[src/rtl/fr_cmd_pkg.sv]
// Command-word encoding shared by the frame issuer and the convolution file register.
// The issuer state type lives here as well.
package fr_cmd_pkg;

   localparam int OP_KERNEL_SEL     = 0;
   localparam int OP_LOAD_FRAME     = 1;
   localparam int OP_END_FRAME      = 2;
   localparam int OP_IS_FRAME_READY = 3;
   localparam int OP_GET_FRAME      = 4;

   localparam int STROBE_BIT = 23;
   localparam int OPCODE_LSB = 24;

   typedef enum logic [3:0] {
      S_IDLE,
      S_KSEL,
      S_GATHER,
      S_SEND,
      S_POLL,
      S_POLL_WAIT,
      S_GET,
      S_GET_WAIT,
      S_PUSH,
      S_DONE
   } issuer_state_t;

endpackage

[src/rtl/pix3_packer.sv]
// Three-slot pixel packer: fills slots low-to-high and releases a word when full or flushed.
// Slots clear after every released word, so a short tail is zero-padded.
module pix3_packer #(
   parameter int NB_PIX = 7
) (
   input  logic                  clock,
   input  logic                  reset,
   input  logic                  clear,
   input  logic                  push,
   input  logic                  flush,
   input  logic [NB_PIX-1:0]     pix,
   output logic [3*NB_PIX-1:0]   word,
   output logic                  word_ready
);

   logic [3*NB_PIX-1:0] slots_q;
   logic [1:0]          count_q;

   // word already contains the pixel being pushed this cycle
   always_comb begin
      word = slots_q;
      if (push) begin
         word[int'(count_q) * NB_PIX +: NB_PIX] = pix;
      end
   end

   assign word_ready = push && ((count_q == 2'd2) || flush);

   always_ff @(posedge clock) begin
      if (!reset || clear) begin
         slots_q <= '0;
         count_q <= '0;
      end else if (push) begin
         if (word_ready) begin
            slots_q <= '0;
            count_q <= '0;
         end else begin
            slots_q <= word;
            count_q <= count_q + 2'd1;
         end
      end
   end

endmodule

[src/rtl/frame_cmd_issuer.sv]
// Hardware initiator for the convolution file register command port: kernel select,
// packed frame load, ready polling and GET_FRAME readback onto an output stream.
module frame_cmd_issuer
   import fr_cmd_pkg::*;
#(
   parameter int NB_INST   = 32,
   parameter int NB_C0M    = 8,
   parameter int NB_PIX    = 7,
   parameter int FRAME_PIX = 1024,
   parameter int OUT_WORDS = 256,
   parameter int RESP_WAIT = 2
) (
   input  logic               clock,
   input  logic               reset,
   input  logic               i_start,
   input  logic [1:0]         i_kernel_sel,
   input  logic [NB_PIX-1:0]  i_pix_data,
   input  logic               i_pix_valid,
   output logic               o_pix_ready,
   output logic [NB_INST-1:0] o_cmd_to_fr,
   input  logic [NB_INST-1:0] i_data_from_fr,
   output logic [NB_INST-1:0] o_out_data,
   output logic               o_out_valid,
   input  logic               i_out_ready,
   output logic               o_busy,
   output logic               o_done
);

   localparam int PAY_W  = 3 * NB_PIX;
   localparam int PIX_W  = $clog2(FRAME_PIX + 1);
   localparam int OUT_W  = $clog2(OUT_WORDS + 1);
   localparam int WAIT_W = $clog2(RESP_WAIT + 1);

   issuer_state_t     state;
   logic              phase;
   logic              last_word;
   logic [PIX_W-1:0]  pix_cnt;
   logic [OUT_W-1:0]  out_cnt;
   logic [WAIT_W-1:0] wait_cnt;

   logic              pix_accept;
   logic              last_pix;
   logic              packer_clear;
   logic [PAY_W-1:0]  pack_word;
   logic              word_ready;

   function automatic logic [NB_INST-1:0] cmd_word(input int op, input logic [PAY_W-1:0] payload);
      logic [NB_INST-1:0] w;
      w = '0;
      w[OPCODE_LSB +: NB_C0M] = NB_C0M'(op);
      w[PAY_W-1:0] = payload;
      return w;
   endfunction

   assign pix_accept   = i_pix_valid && o_pix_ready;
   assign last_pix     = (pix_cnt == PIX_W'(FRAME_PIX - 1));
   assign packer_clear = (state == S_IDLE);

   pix3_packer #(
      .NB_PIX(NB_PIX)
   ) u_packer (
      .clock     (clock),
      .reset     (reset),
      .clear     (packer_clear),
      .push      (pix_accept),
      .flush     (last_pix),
      .pix       (i_pix_data),
      .word      (pack_word),
      .word_ready(word_ready)
   );

   // Every command is SETUP (phase 0, strobe low) then ASSERT (phase 1, strobe high);
   // the word for the next command is loaded on the edge that leaves the previous state.
   always_ff @(posedge clock) begin
      if (!reset) begin
         state       <= S_IDLE;
         phase       <= 1'b0;
         last_word   <= 1'b0;
         pix_cnt     <= '0;
         out_cnt     <= '0;
         wait_cnt    <= '0;
         o_cmd_to_fr <= '0;
         o_pix_ready <= 1'b0;
         o_out_data  <= '0;
         o_out_valid <= 1'b0;
         o_busy      <= 1'b0;
         o_done      <= 1'b0;
      end else begin
         o_done <= 1'b0;
         case (state)
            S_IDLE: begin
               o_cmd_to_fr <= '0;
               phase       <= 1'b0;
               last_word   <= 1'b0;
               pix_cnt     <= '0;
               out_cnt     <= '0;
               wait_cnt    <= '0;
               if (i_start) begin
                  state       <= S_KSEL;
                  o_busy      <= 1'b1;
                  o_cmd_to_fr <= cmd_word(OP_KERNEL_SEL, PAY_W'(i_kernel_sel));
               end
            end
            S_KSEL: begin
               phase <= ~phase;
               if (!phase) begin
                  o_cmd_to_fr[STROBE_BIT] <= 1'b1;
               end else begin
                  o_cmd_to_fr[STROBE_BIT] <= 1'b0;
                  o_pix_ready             <= 1'b1;
                  state                   <= S_GATHER;
               end
            end
            S_GATHER: begin
               if (pix_accept) begin
                  pix_cnt <= pix_cnt + PIX_W'(1);
                  if (word_ready) begin
                     o_pix_ready <= 1'b0;
                     last_word   <= last_pix;
                     o_cmd_to_fr <= cmd_word(last_pix ? OP_END_FRAME : OP_LOAD_FRAME, pack_word);
                     state       <= S_SEND;
                  end
               end
            end
            S_SEND: begin
               phase <= ~phase;
               if (!phase) begin
                  o_cmd_to_fr[STROBE_BIT] <= 1'b1;
               end else if (last_word) begin
                  o_cmd_to_fr <= cmd_word(OP_IS_FRAME_READY, '0);
                  state       <= S_POLL;
               end else begin
                  o_cmd_to_fr[STROBE_BIT] <= 1'b0;
                  o_pix_ready             <= 1'b1;
                  state                   <= S_GATHER;
               end
            end
            S_POLL: begin
               phase <= ~phase;
               if (!phase) begin
                  o_cmd_to_fr[STROBE_BIT] <= 1'b1;
               end else begin
                  o_cmd_to_fr[STROBE_BIT] <= 1'b0;
                  wait_cnt                <= '0;
                  state                   <= S_POLL_WAIT;
               end
            end
            S_POLL_WAIT: begin
               if (wait_cnt == WAIT_W'(RESP_WAIT - 1)) begin
                  wait_cnt <= '0;
                  if (i_data_from_fr[0]) begin
                     o_cmd_to_fr <= cmd_word(OP_GET_FRAME, '0);
                     state       <= S_GET;
                  end else begin
                     o_cmd_to_fr <= cmd_word(OP_IS_FRAME_READY, '0);
                     state       <= S_POLL;
                  end
               end else begin
                  wait_cnt <= wait_cnt + WAIT_W'(1);
               end
            end
            S_GET: begin
               phase <= ~phase;
               if (!phase) begin
                  o_cmd_to_fr[STROBE_BIT] <= 1'b1;
               end else begin
                  o_cmd_to_fr[STROBE_BIT] <= 1'b0;
                  wait_cnt                <= '0;
                  state                   <= S_GET_WAIT;
               end
            end
            S_GET_WAIT: begin
               if (wait_cnt == WAIT_W'(RESP_WAIT - 1)) begin
                  wait_cnt    <= '0;
                  o_out_data  <= i_data_from_fr;
                  o_out_valid <= 1'b1;
                  state       <= S_PUSH;
               end else begin
                  wait_cnt <= wait_cnt + WAIT_W'(1);
               end
            end
            S_PUSH: begin
               if (o_out_valid && i_out_ready) begin
                  o_out_valid <= 1'b0;
                  out_cnt     <= out_cnt + OUT_W'(1);
                  if (out_cnt == OUT_W'(OUT_WORDS - 1)) begin
                     o_done <= 1'b1;
                     state  <= S_DONE;
                  end else begin
                     o_cmd_to_fr <= cmd_word(OP_GET_FRAME, '0);
                     state       <= S_GET;
                  end
               end
            end
            S_DONE: begin
               o_busy      <= 1'b0;
               o_cmd_to_fr <= '0;
               state       <= S_IDLE;
            end
            default: begin
               state <= S_IDLE;
            end
         endcase
      end
   end

endmodule
[config.mk]
export PLATFORM = sky130hd
export DESIGN_NAME = frame_cmd_issuer
export DESIGN_NICKNAME = d
export VERILOG_FILES = /design/src/rtl/fr_cmd_pkg.sv /design/src/rtl/pix3_packer.sv /design/src/rtl/frame_cmd_issuer.sv
export SDC_FILE = /design/constraint.sdc
export NUM_CORES = 1
export LEC_CHECK = 0
export ABC_CLOCK_PERIOD_IN_PS = 2700
export CORE_AREA = 2 2 118 74
export CTS_BUF_LIST = sky130_fd_sc_hd__clkbuf_4
export DETAILED_ROUTE_END_ITERATION = 7
export DIE_AREA = 0 0 120 76
export DONT_BUFFER_PORTS = 1
export PLACE_DENSITY = 0.89
export SLEW_MARGIN = 25
export SYNTH_ARGS = -nofsm -noshare
export SYNTH_HDL_FRONTEND = slang
export SYNTH_SLANG_ARGS = --single-unit
[constraint.sdc]
create_clock -name clock -period 2.7 [get_ports clock]
set_input_delay 0.81 -clock clock [delete_from_list [all_inputs] [get_ports clock]]
set_output_delay 0.81 -clock clock [all_outputs]
set_load 0.02 [all_outputs]
* Word-level counts from Yosys, hierarchy flattened
Cells that the tools add are included.
Word-level totals: register bits after elaboration 119
Cells by class: muxes and demuxes 56, shifts and indexed selects 2, equal/unequal tests 27, bitwise logic cells 1, add/subtract/negate cells 5, reductions and logical operators 31, multiply operators 1
Operator list (number):
- two-way mux 32 bit | 5
- case mux 23 bit (6 select lines) | 1
- case mux 8 bit (6 select lines) | 1
- two-way mux 23 bit | 2
- two-way mux 4 bit | 11
- case mux 4 bit (9 select lines) | 1
- negation 32 -> 33 bit | 1
- variable shift 7 x 33 -> 21 bit (first input constant) | 1
- indexed part select 7 x 33 -> 21 bit | 1
- two-way mux 27 bit | 1
- != test 2 bit (second input constant) | 11
- case mux 11 bit (2 select lines) | 1
- bitwise mux 21 bit | 1
- two-way mux 21 bit | 1
- case mux 9 bit (2 select lines) | 1
- equality test 4 x 3 -> 1 bit (second input constant) | 4
- two-way mux 8 bit | 2
- two-way mux 1 bit | 12
- two-way mux 2 bit | 6
- AND reduction 6 bit | 2
- nonzero test 6 bit | 2
- adder 11 x 1 -> 11 bit (second input constant) | 1
- equality test 11 x 10 -> 1 bit (second input constant) | 1
- two-way mux 11 bit | 1
- other kinds (29) | 52

* Logic depth before layout (Yosys ltp)
Gate-level depths: netlist (run 1).
depth in word-level cells 7, gate-level depth with buffers 10

* Modules after synthesis
A second synthesis (run 1) with hierarchy kept.
Second synthesis, totals: cells, all modules 619, area, all modules 5332.6 sq um
Modules (own cells, without submodules):
- frame_cmd_issuer | cells each 494, area an instance 4159.0 sq um, sequential area each 1781.7 sq um, instances 1
- pix3_packer | cells each 125, area an instance 1173.6 sq um, sequential area each 460.4 sq um, instances 1

* Worst setup path before layout (run 1)
No wires, ideal clock.
path kind input port to flip-flop, start point input i_pix_valid, end point register o_cmd_to_fr[26], cell stages on the path 6, arrival time 2.058 ns, path buffers 1, setup slack 0.526 ns, required time 2.584 ns, cell sequence and2_1 > clkbuf_1 > nand4_1 > a21oi_2 > nand2_1 > a31o_2
Between the ends: word-level cells in the longest chain between the ends 4, elaborated cells on any way between the ends 5, those cells by class 2 x eq/ne; 3 x reduce/logical
RTL lines:
- from (decl) | RTL line frame_cmd_issuer.sv:18 | input logic i_pix_valid,
- logical AND 1 bit * | RTL line frame_cmd_issuer.sv:55 | assign pix_accept = i_pix_valid && o_pix_ready;
- logical AND 1 bit | RTL line pix3_packer.sv:27 | assign word_ready = push && ((count_q == 2'd2) || flush);
- != test 2 x 1 -> 1 bit (no line)
- AND reduction 8 bit (no line) *
- to (signal assigned) | RTL line frame_cmd_issuer.sv:101 | o_cmd_to_fr <= cmd_word(OP_KERNEL_SEL, PAY_W'(i_kernel_sel));
- to (signal assigned) | RTL line frame_cmd_issuer.sv:120 | o_cmd_to_fr <= cmd_word(last_pix ? OP_END_FRAME : OP_LOAD_FRAME, pack_word);
- to (signal assigned) | RTL line frame_cmd_issuer.sv:130 | o_cmd_to_fr <= cmd_word(OP_IS_FRAME_READY, '0);
- to (decl) | RTL line frame_cmd_issuer.sv:20 | output logic [NB_INST-1:0] o_cmd_to_fr,
Every way passes the cells marked *; elsewhere a longest branch is shown, timed or not. A chain may end at the register's enable or synchronous reset.

* Final worst setup path (run 1)
start point register state[3], end point register o_cmd_to_fr[3]
Between the ends: word-level cells in the longest chain between the ends 3, elaborated cells on any way between the ends 16, those cells by class 12 x eq/ne; 1 x mux; 3 x reduce/logical
RTL lines:
- from (decl) | RTL line frame_cmd_issuer.sv:34 | issuer_state_t state;
- from (signal assigned) | RTL line frame_cmd_issuer.sv:76 | state <= S_IDLE;
- from (signal assigned) | RTL line frame_cmd_issuer.sv:99 | state <= S_KSEL;
- from (signal assigned) | RTL line frame_cmd_issuer.sv:111 | state <= S_GATHER;
- equality test 4 bit, or another cell as far along | RTL line frame_cmd_issuer.sv:90 | case (state)
- nonzero test 6 bit (no line), or another cell as far along
- AND reduction 8 bit (no line)
Parallel ways exist; a longest one is shown, timed or not.

==> impl_metrics.env, run 1 <==
export IMPL_outcome="complete, no violations"
export IMPL_drt_first_pass_iters=5
export IMPL_via_per_inst=6.07
export IMPL_yosys_top_cells_area="dfxtp_1, nand2_1, a21boi_0, nor2b_1, o2bb2ai_1"
export IMPL_synth_top_area_cell="dfxtp_1"
export IMPL_rows=26
export IMPL_syn_inst=597
export IMPL_core_um2=8170
export IMPL_drt_total_wl_um=11400
export IMPL_clk_latency_ns=0.49
export IMPL_clkSlewWorstSetupHoldPaths_ns=0.18
export IMPL_cts_tree="done"
export IMPL_crit_type="reg -> reg"
export IMPL_num_vias=4212
export IMPL_cts_max_level=3
export IMPL_ys_top_cells_by_count="dfxtp_1, nand2_1, nor2_1"
export IMPL_cts_sinks=112
export IMPL_drtIter0Drc=391
export IMPL_ant_nets=0
export IMPL_grt_use_total=0.257
export IMPL_worstSetupEndpoint="o_cmd_to_fr[3]$_SDFFE_PN0P_"
export IMPL_cts_root_buf="clkbuf_4"
export IMPL_fin_tns_setup_ns=0
export IMPL_initial_core_util=0.627
export IMPL_yosysMostFrequentCell="dfxtp_1"
export IMPL_cts_buffers=9
export IMPL_syn_to_final_growth_pct=3.89
export IMPL_ctsLongestPathBuffers=2
export IMPL_maxCapViolations=0
export IMPL_cp_end_kind="flop"
export IMPL_post_cts_buffers=0
export IMPL_grt_first_pass_wirelength_um=18900
export IMPL_drive_gt1_frac=0.0704
export IMPL_rsz0062_at_grt="false"
export IMPL_hpwl_um=8220
export IMPL_fmax_mhz=418
export IMPL_grt_pass1_vias=3773
export IMPL_finalMaxSlewViolations=0
export IMPL_die_width_um=120
export IMPL_gr_total_overflow=0
export IMPL_n_fill_cell=693
export IMPL_relSlewSlack=0.405
export IMPL_finalCritPeriodShare=0.885
export IMPL_skew_ns=0.0213
export IMPL_globalplace_congestion=0.885
export IMPL_synth_area_per_cell_um2=8.58
export IMPL_grt_max_degree=67
export IMPL_cts_resized=0
export IMPL_routedWlPerCell_um=16.5
export IMPL_io_buffers=0
export IMPL_placed_cells=678
export IMPL_ys_ff_latch=112
export IMPL_hold_viol=0
export IMPL_r2r_slack_ns=0.31
export IMPL_peakVddDrop_uv=351
export IMPL_crit_required_ns=3.10
export IMPL_final_cells=694
export IMPL_n_antenna_cell=0
export IMPL_regToRegStartpoint="state[3]$_SDFFE_PN0P_"
export IMPL_finalSetupViolations=0
export IMPL_synth_edf_count=0
export IMPL_layout_nets=630
export IMPL_worstMarginPinSlew_ns=0.890
export IMPL_final_util=0.651
export IMPL_critPathMaxFanout=19
export IMPL_rr_worst_depth=5
export IMPL_synthArstFlopShare=0
export IMPL_crit_path_start="state[3]$_SDFFE_PN0P_"
export IMPL_synthDistinctLibCells=60
export IMPL_cp_start_kind="flop"
export IMPL_synth_ff_type="dfxtp_1"
export IMPL_drcViolationCount=0
export IMPL_syn_area_um2=5120
export IMPL_pwr_density_cell_nw_per_um2=665
export IMPL_yosysWarnings=0
export IMPL_antenna_found_initial=0
export IMPL_crit_arrival_ns=2.79
export IMPL_io_pins=114
export IMPL_power_mw=3.53
export IMPL_period_needed_ns=2.39
export IMPL_die_h_um=76
export IMPL_hold_class="in -> reg"
export IMPL_synth_top_area_frac=0.438
export IMPL_die_area_um2=9120
export IMPL_p_leak_nw=1.81
export IMPL_seq_area_frac_synth=0.438
export IMPL_timing_rr_end="o_cmd_to_fr[3]$_SDFFE_PN0P_"
export IMPL_cts_hold_buf=0
-- worst max-delay path, cell delays in order (launching register included) --
cell	delay (ns)
dfxtp_1	0.75
nor4b_1	0.55
a32o_1	0.23
a21oi_2	0.07
a21boi_4	0.51
o2bb2ai_1	0.19
-- cells by family (layout without fill, tap and decap cells) --
group,Yosys count,in the layout,synth area share
simple gates,244,244,0.229
compound gates,148,148,0.215
flops,112,112,0.438
buf+inv,59,38,0.0530
xor+xnor,14,14,0.0239
mux,11,11,0.0218
fa+ha+maj,8,8,0.0191
other cells,1,7,0.000732
-- layout make-up --
type	instances	area, µm²	share of cell area
Sequential cell	112	2240	0.422
Inverter	11	41.3	0.00776
Multi-Input combinational cell	432	2640	0.495
Tap cell	112	140	0.0263
Timing Repair Buffer	11	82.6	0.0155
Clock buffer	9	67.6	0.0127
Clock inverter	7	110	0.0207
-- how the worst min path moves through the flow --
stage / startpoint / end / slack [ns] / cells after the start
3_3_place_gp: wait_cnt[1]$_SDFFE_PN0P_ / wait_cnt[1]$_SDFFE_PN0P_ / 0.43 / 1
2_1_floorplan: wait_cnt[1]$_SDFFE_PN0P_ / wait_cnt[1]$_SDFFE_PN0P_ / 0.42 / 1
3_5_place_dp: wait_cnt[1]$_SDFFE_PN0P_ / wait_cnt[1]$_SDFFE_PN0P_ / 0.44 / 1
4_1_cts: i_data_from_fr[3] / o_out_data[3]$_SDFFE_PN0P_ / 0.41 / 2
5_1_grt: i_data_from_fr[21] / o_out_data[21]$_SDFFE_PN0P_ / 0.40 / 2
6_report: i_data_from_fr[1] / o_out_data[1]$_SDFFE_PN0P_ / 0.44 / 2
-- through the flow --
| step | instance area, µm² | setup WS [ns] | hold WS, ns |
|---|---|---|---|
| after floorplan | 5140 | 0.526 | 0.425 |
| after global placement | 5140 | 0.495 | 0.433 |
| after detailed placement | 5140 | 0.427 | 0.436 |
| after CTS | 5320 | 0.382 | 0.408 |
| after global routing | 5320 | 0.155 | 0.403 |
| final | 5320 | 0.309 | 0.439 |
-- placed cells by master, fill, tap and decap left out, types with 2 or more instances in the layout --
| cell | n |
|---|---|
| inv_8 | 3 |
| o2bb2ai_1 | 20 |
| o22ai_1 | 5 |
| nor2b_1 | 30 |
| mux2i_1 | 10 |
| nand3b_1 | 2 |
| a21oi_1 | 11 |
| nor4bb_1 | 2 |
| clkbuf_4 | 9 |
| nand2b_1 | 4 |
| o211a_1 | 3 |
| conb_1 | 7 |
| and2_1 | 8 |
| xor2_1 | 9 |
| a31oi_1 | 23 |
| nand4_1 | 7 |
| nor3b_1 | 4 |
| xnor2_1 | 5 |
| ha_1 | 7 |
| nand3_1 | 12 |
| nor3_1 | 5 |
| and3_1 | 6 |
| dfxtp_1 | 112 |
| a211oi_1 | 20 |
| or3_1 | 5 |
| o21ai_0 | 11 |
| inv_1 | 11 |
| a21boi_1 | 6 |
| buf_4 | 11 |
| and4_1 | 2 |
| a22oi_1 | 3 |
| a21boi_0 | 30 |
| nand2_1 | 108 |
| nor2_1 | 41 |
| bufinv_16 | 2 |
-- flip-flops by register name, indices dropped and copies added (netlist names) --
signal and count:
o_out_data 32, o_cmd_to_fr 25, u_packer.slots_q 21, pix_cnt 11, out_cnt 9, state 4
u_packer.count_q 2, wait_cnt 2, last_word 1, o_busy 1, o_done 1, o_out_valid 1
o_pix_ready 1, phase 1
-- metal layers --
metal / track usage / routed length, µm / up-vias
met3: 0.0734 / 1030 / 17
met1: 0.368 / 5120 / 1992
met5: 0 / 0 / -
li1: - / - / 2031
met4: 0.0682 / 133 / 0
met2: 0.381 / 5150 / 172
-- where the power goes --
group	internal (mW)	switching, mW
Combinational	0.278	0.491
Sequential	1.70	0.0875
Clock	0.398	0.575
No activity file was read; power rests on OpenSTA's default activity.
==> run 2, diff against run 1 <==
--- a/config.mk
+++ b/config.mk
@@ -12,6 +12,7 @@
 export DIE_AREA = 0 0 120 76
 export DONT_BUFFER_PORTS = 1
 export PLACE_DENSITY = 0.89
+export SKIP_CTS_REPAIR_TIMING = 1
 export SLEW_MARGIN = 25
 export SYNTH_ARGS = -nofsm -noshare
 export SYNTH_HDL_FRONTEND = slang
==> results of run 2 <==
The final DEF is identical to that of run 1; final timing and power are the same.
==> run 3, diff against run 2 <==
--- a/config.mk
+++ b/config.mk
@@ -11,9 +11,11 @@
 export DETAILED_ROUTE_END_ITERATION = 7
 export DIE_AREA = 0 0 120 76
 export DONT_BUFFER_PORTS = 1
+export MAX_ROUTING_LAYER = met4
 export PLACE_DENSITY = 0.89
 export SKIP_CTS_REPAIR_TIMING = 1
 export SLEW_MARGIN = 25
 export SYNTH_ARGS = -nofsm -noshare
 export SYNTH_HDL_FRONTEND = slang
 export SYNTH_SLANG_ARGS = --single-unit
+export TNS_END_PERCENT = 1
==> run 3 against run 2 <==
  * Critical path depth rose by 4
  * Register-to-register slack improved by 0.11 ns
  * Largest cell class unchanged
  * Largest power group unchanged
  * Highest routed layer unchanged
  * Cell count fell by 0.14%
  * Sequential share of layout area rose by 0.34 points
  * Power fell by 5.1%
==> impl_metrics.env, run 3 (synthesis gave the netlist of run 1 again) <==
export IMPL_period_needed_ns=2.28
export IMPL_hold_class="in -> reg"
export IMPL_drtIter0Drc=449
export IMPL_finalSetupViolations=0
export IMPL_final_cells=693
export IMPL_skew_ns=0.0256
export IMPL_cts_sinks=112
export IMPL_cp_end_kind="flop"
export IMPL_final_cell_mix="dfxtp_1, nand2_1, nor2_1"
export IMPL_pwr_density_cell_nw_per_um2=635
export IMPL_worstMarginPinSlew_ns=0.885
export IMPL_initial_core_util=0.627
export IMPL_hp_start="i_data_from_fr[19]"
export IMPL_p_leak_nw=1.78
export IMPL_die_width_um=120
export IMPL_n_antenna_cell=0
export IMPL_num_vias=4205
export IMPL_cts_buffers=9
export IMPL_cts_root_buf="clkbuf_4"
export IMPL_crit_required_ns=3.11
export IMPL_rsz0062_at_grt="false"
export IMPL_final_util=0.646
export IMPL_hold_slack_ns=0.431
export IMPL_grt_first_pass_wirelength_um=18600
export IMPL_drt_first_pass_iters=6
export IMPL_maxCapViolations=0
export IMPL_crit_type="reg -> reg"
export IMPL_globalplace_congestion=0.892
export IMPL_fmax_mhz=438
export IMPL_core_um2=8170
export IMPL_die_h_um=76
export IMPL_placed_cells=677
export IMPL_finalCritPeriodShare=0.845
export IMPL_hpwl_um=8280
export IMPL_drcViolationCount=0
export IMPL_clk_latency_ns=0.49
export IMPL_grt_pass1_vias=3700
export IMPL_peakVddDrop_uv=364
export IMPL_final_common_cell="dfxtp_1"
export IMPL_r2r_slack_ns=0.42
export IMPL_critPathMaxFanout=5
export IMPL_cts_tree="done"
export IMPL_drive_gt1_frac=0.0688
export IMPL_syn_to_final_growth_pct=3.05
export IMPL_hold_depth=2
export IMPL_relSlewSlack=0.409
export IMPL_crit_path_start="out_cnt[0]$_SDFFE_PN0P_"
export IMPL_io_buffers=0
export IMPL_crit_arrival_ns=2.69
export IMPL_drt_total_wl_um=11500
export IMPL_finalMaxSlewViolations=0
export IMPL_regToRegStartpoint="out_cnt[0]$_SDFFE_PN0P_"
export IMPL_setup_ws_ns=0.418
export IMPL_fin_tns_setup_ns=0
export IMPL_via_per_inst=6.07
export IMPL_grt_use_total=0.261
export IMPL_hold_end="o_out_data[19]$_SDFFE_PN0P_"
export IMPL_timing_rr_end="o_cmd_to_fr[26]$_SDFFE_PN0P_"
export IMPL_hold_viol=0
export IMPL_io_pins=114
export IMPL_largest_reg_flops=32
export IMPL_antenna_found_initial=0
export IMPL_routedWlPerCell_um=16.5
export IMPL_ant_nets=0
export IMPL_cp_start_kind="flop"
export IMPL_cts_max_level=3
export IMPL_layout_nets=629
export IMPL_die_area_um2=9120
export IMPL_gr_total_overflow=0
export IMPL_clkSlewWorstSetupHoldPaths_ns=0.18
export IMPL_top_register="o_out_data"
export IMPL_outcome="complete, no violations"
export IMPL_reg_top3="o_out_data (32), o_cmd_to_fr (25), u_packer.slots_q (21)"
export IMPL_rr_worst_depth=9
export IMPL_grt_max_degree=67
export IMPL_rows=26
export IMPL_dp_slack_ns=0.453
export IMPL_ctsLongestPathBuffers=2
-- run 3: changes by cell type in the layout (fill, tap and decap cells not counted), sizes merged --
| cell | change |
|---|---|
| bufinv | -2 |
| clkinv | +2 |
| clkinvlp | +2 |
| inv | -2 |
| buf | -1 |
-- run 3: worst max path at each step --
stage                                    to  cells past startpoint  slack (ns)
6_report       o_cmd_to_fr[26]$_SDFFE_PN0P_                      9        0.42
5_1_grt        o_cmd_to_fr[26]$_SDFFE_PN0P_                      6        0.23
4_1_cts        o_cmd_to_fr[26]$_SDFFE_PN0P_                      9        0.44
3_5_place_dp   o_cmd_to_fr[26]$_SDFFE_PN0P_                      9        0.45
3_3_place_gp   o_cmd_to_fr[26]$_SDFFE_PN0P_                      9        0.50
2_1_floorplan  o_cmd_to_fr[26]$_SDFFE_PN0P_                      6        0.53
-- run 3: cell type report --
cell class / instances / area, µm²
flip-flops and latches: 112 / 2240
clock buffers: 9 / 67.6
multi-input cells: 432 / 2640
clock inverters: 7 / 75.1
fillers: 696 / 2890
inverters: 11 / 41.3
well taps: 112 / 140
repair buffers: 10 / 75.1
-- run 3: layer usage --
metal | wire length, µm | track usage
met1 | 5210 | 0.360
met4 | 185 | 0.0753
met3 | 999 | 0.0816
met2 | 5060 | 0.370
met5 | 0 | -
-- run 3: stage by stage --
| stage | power [mW] | area, µm² |
|---|---|---|
| 4_1_cts | 3.36 | 5280 |
| 3_5_place_dp | 2.56 | 5130 |
| 2_1_floorplan | 2.41 | 5140 |
| 5_1_grt | 3.51 | 5280 |
| 3_3_place_gp | 2.54 | 5130 |
| 6_report | 3.35 | 5280 |
-- run 3: worst max-delay path: stages, from the launching register on --
cell      delay, ns
dfxtp_1        0.37
ha_1           0.23
nand3_1        0.12
nor2_1         0.06
ha_1           0.23
nand3b_1       0.17
a32o_1         0.23
a21oi_2        0.25
nand2_1        0.24
a31o_2         0.30
-- run 3: report_power, final --
group          switching, mW  internal, mW
clock network          0.592         0.213
registers             0.0968          1.71
logic                  0.476         0.270
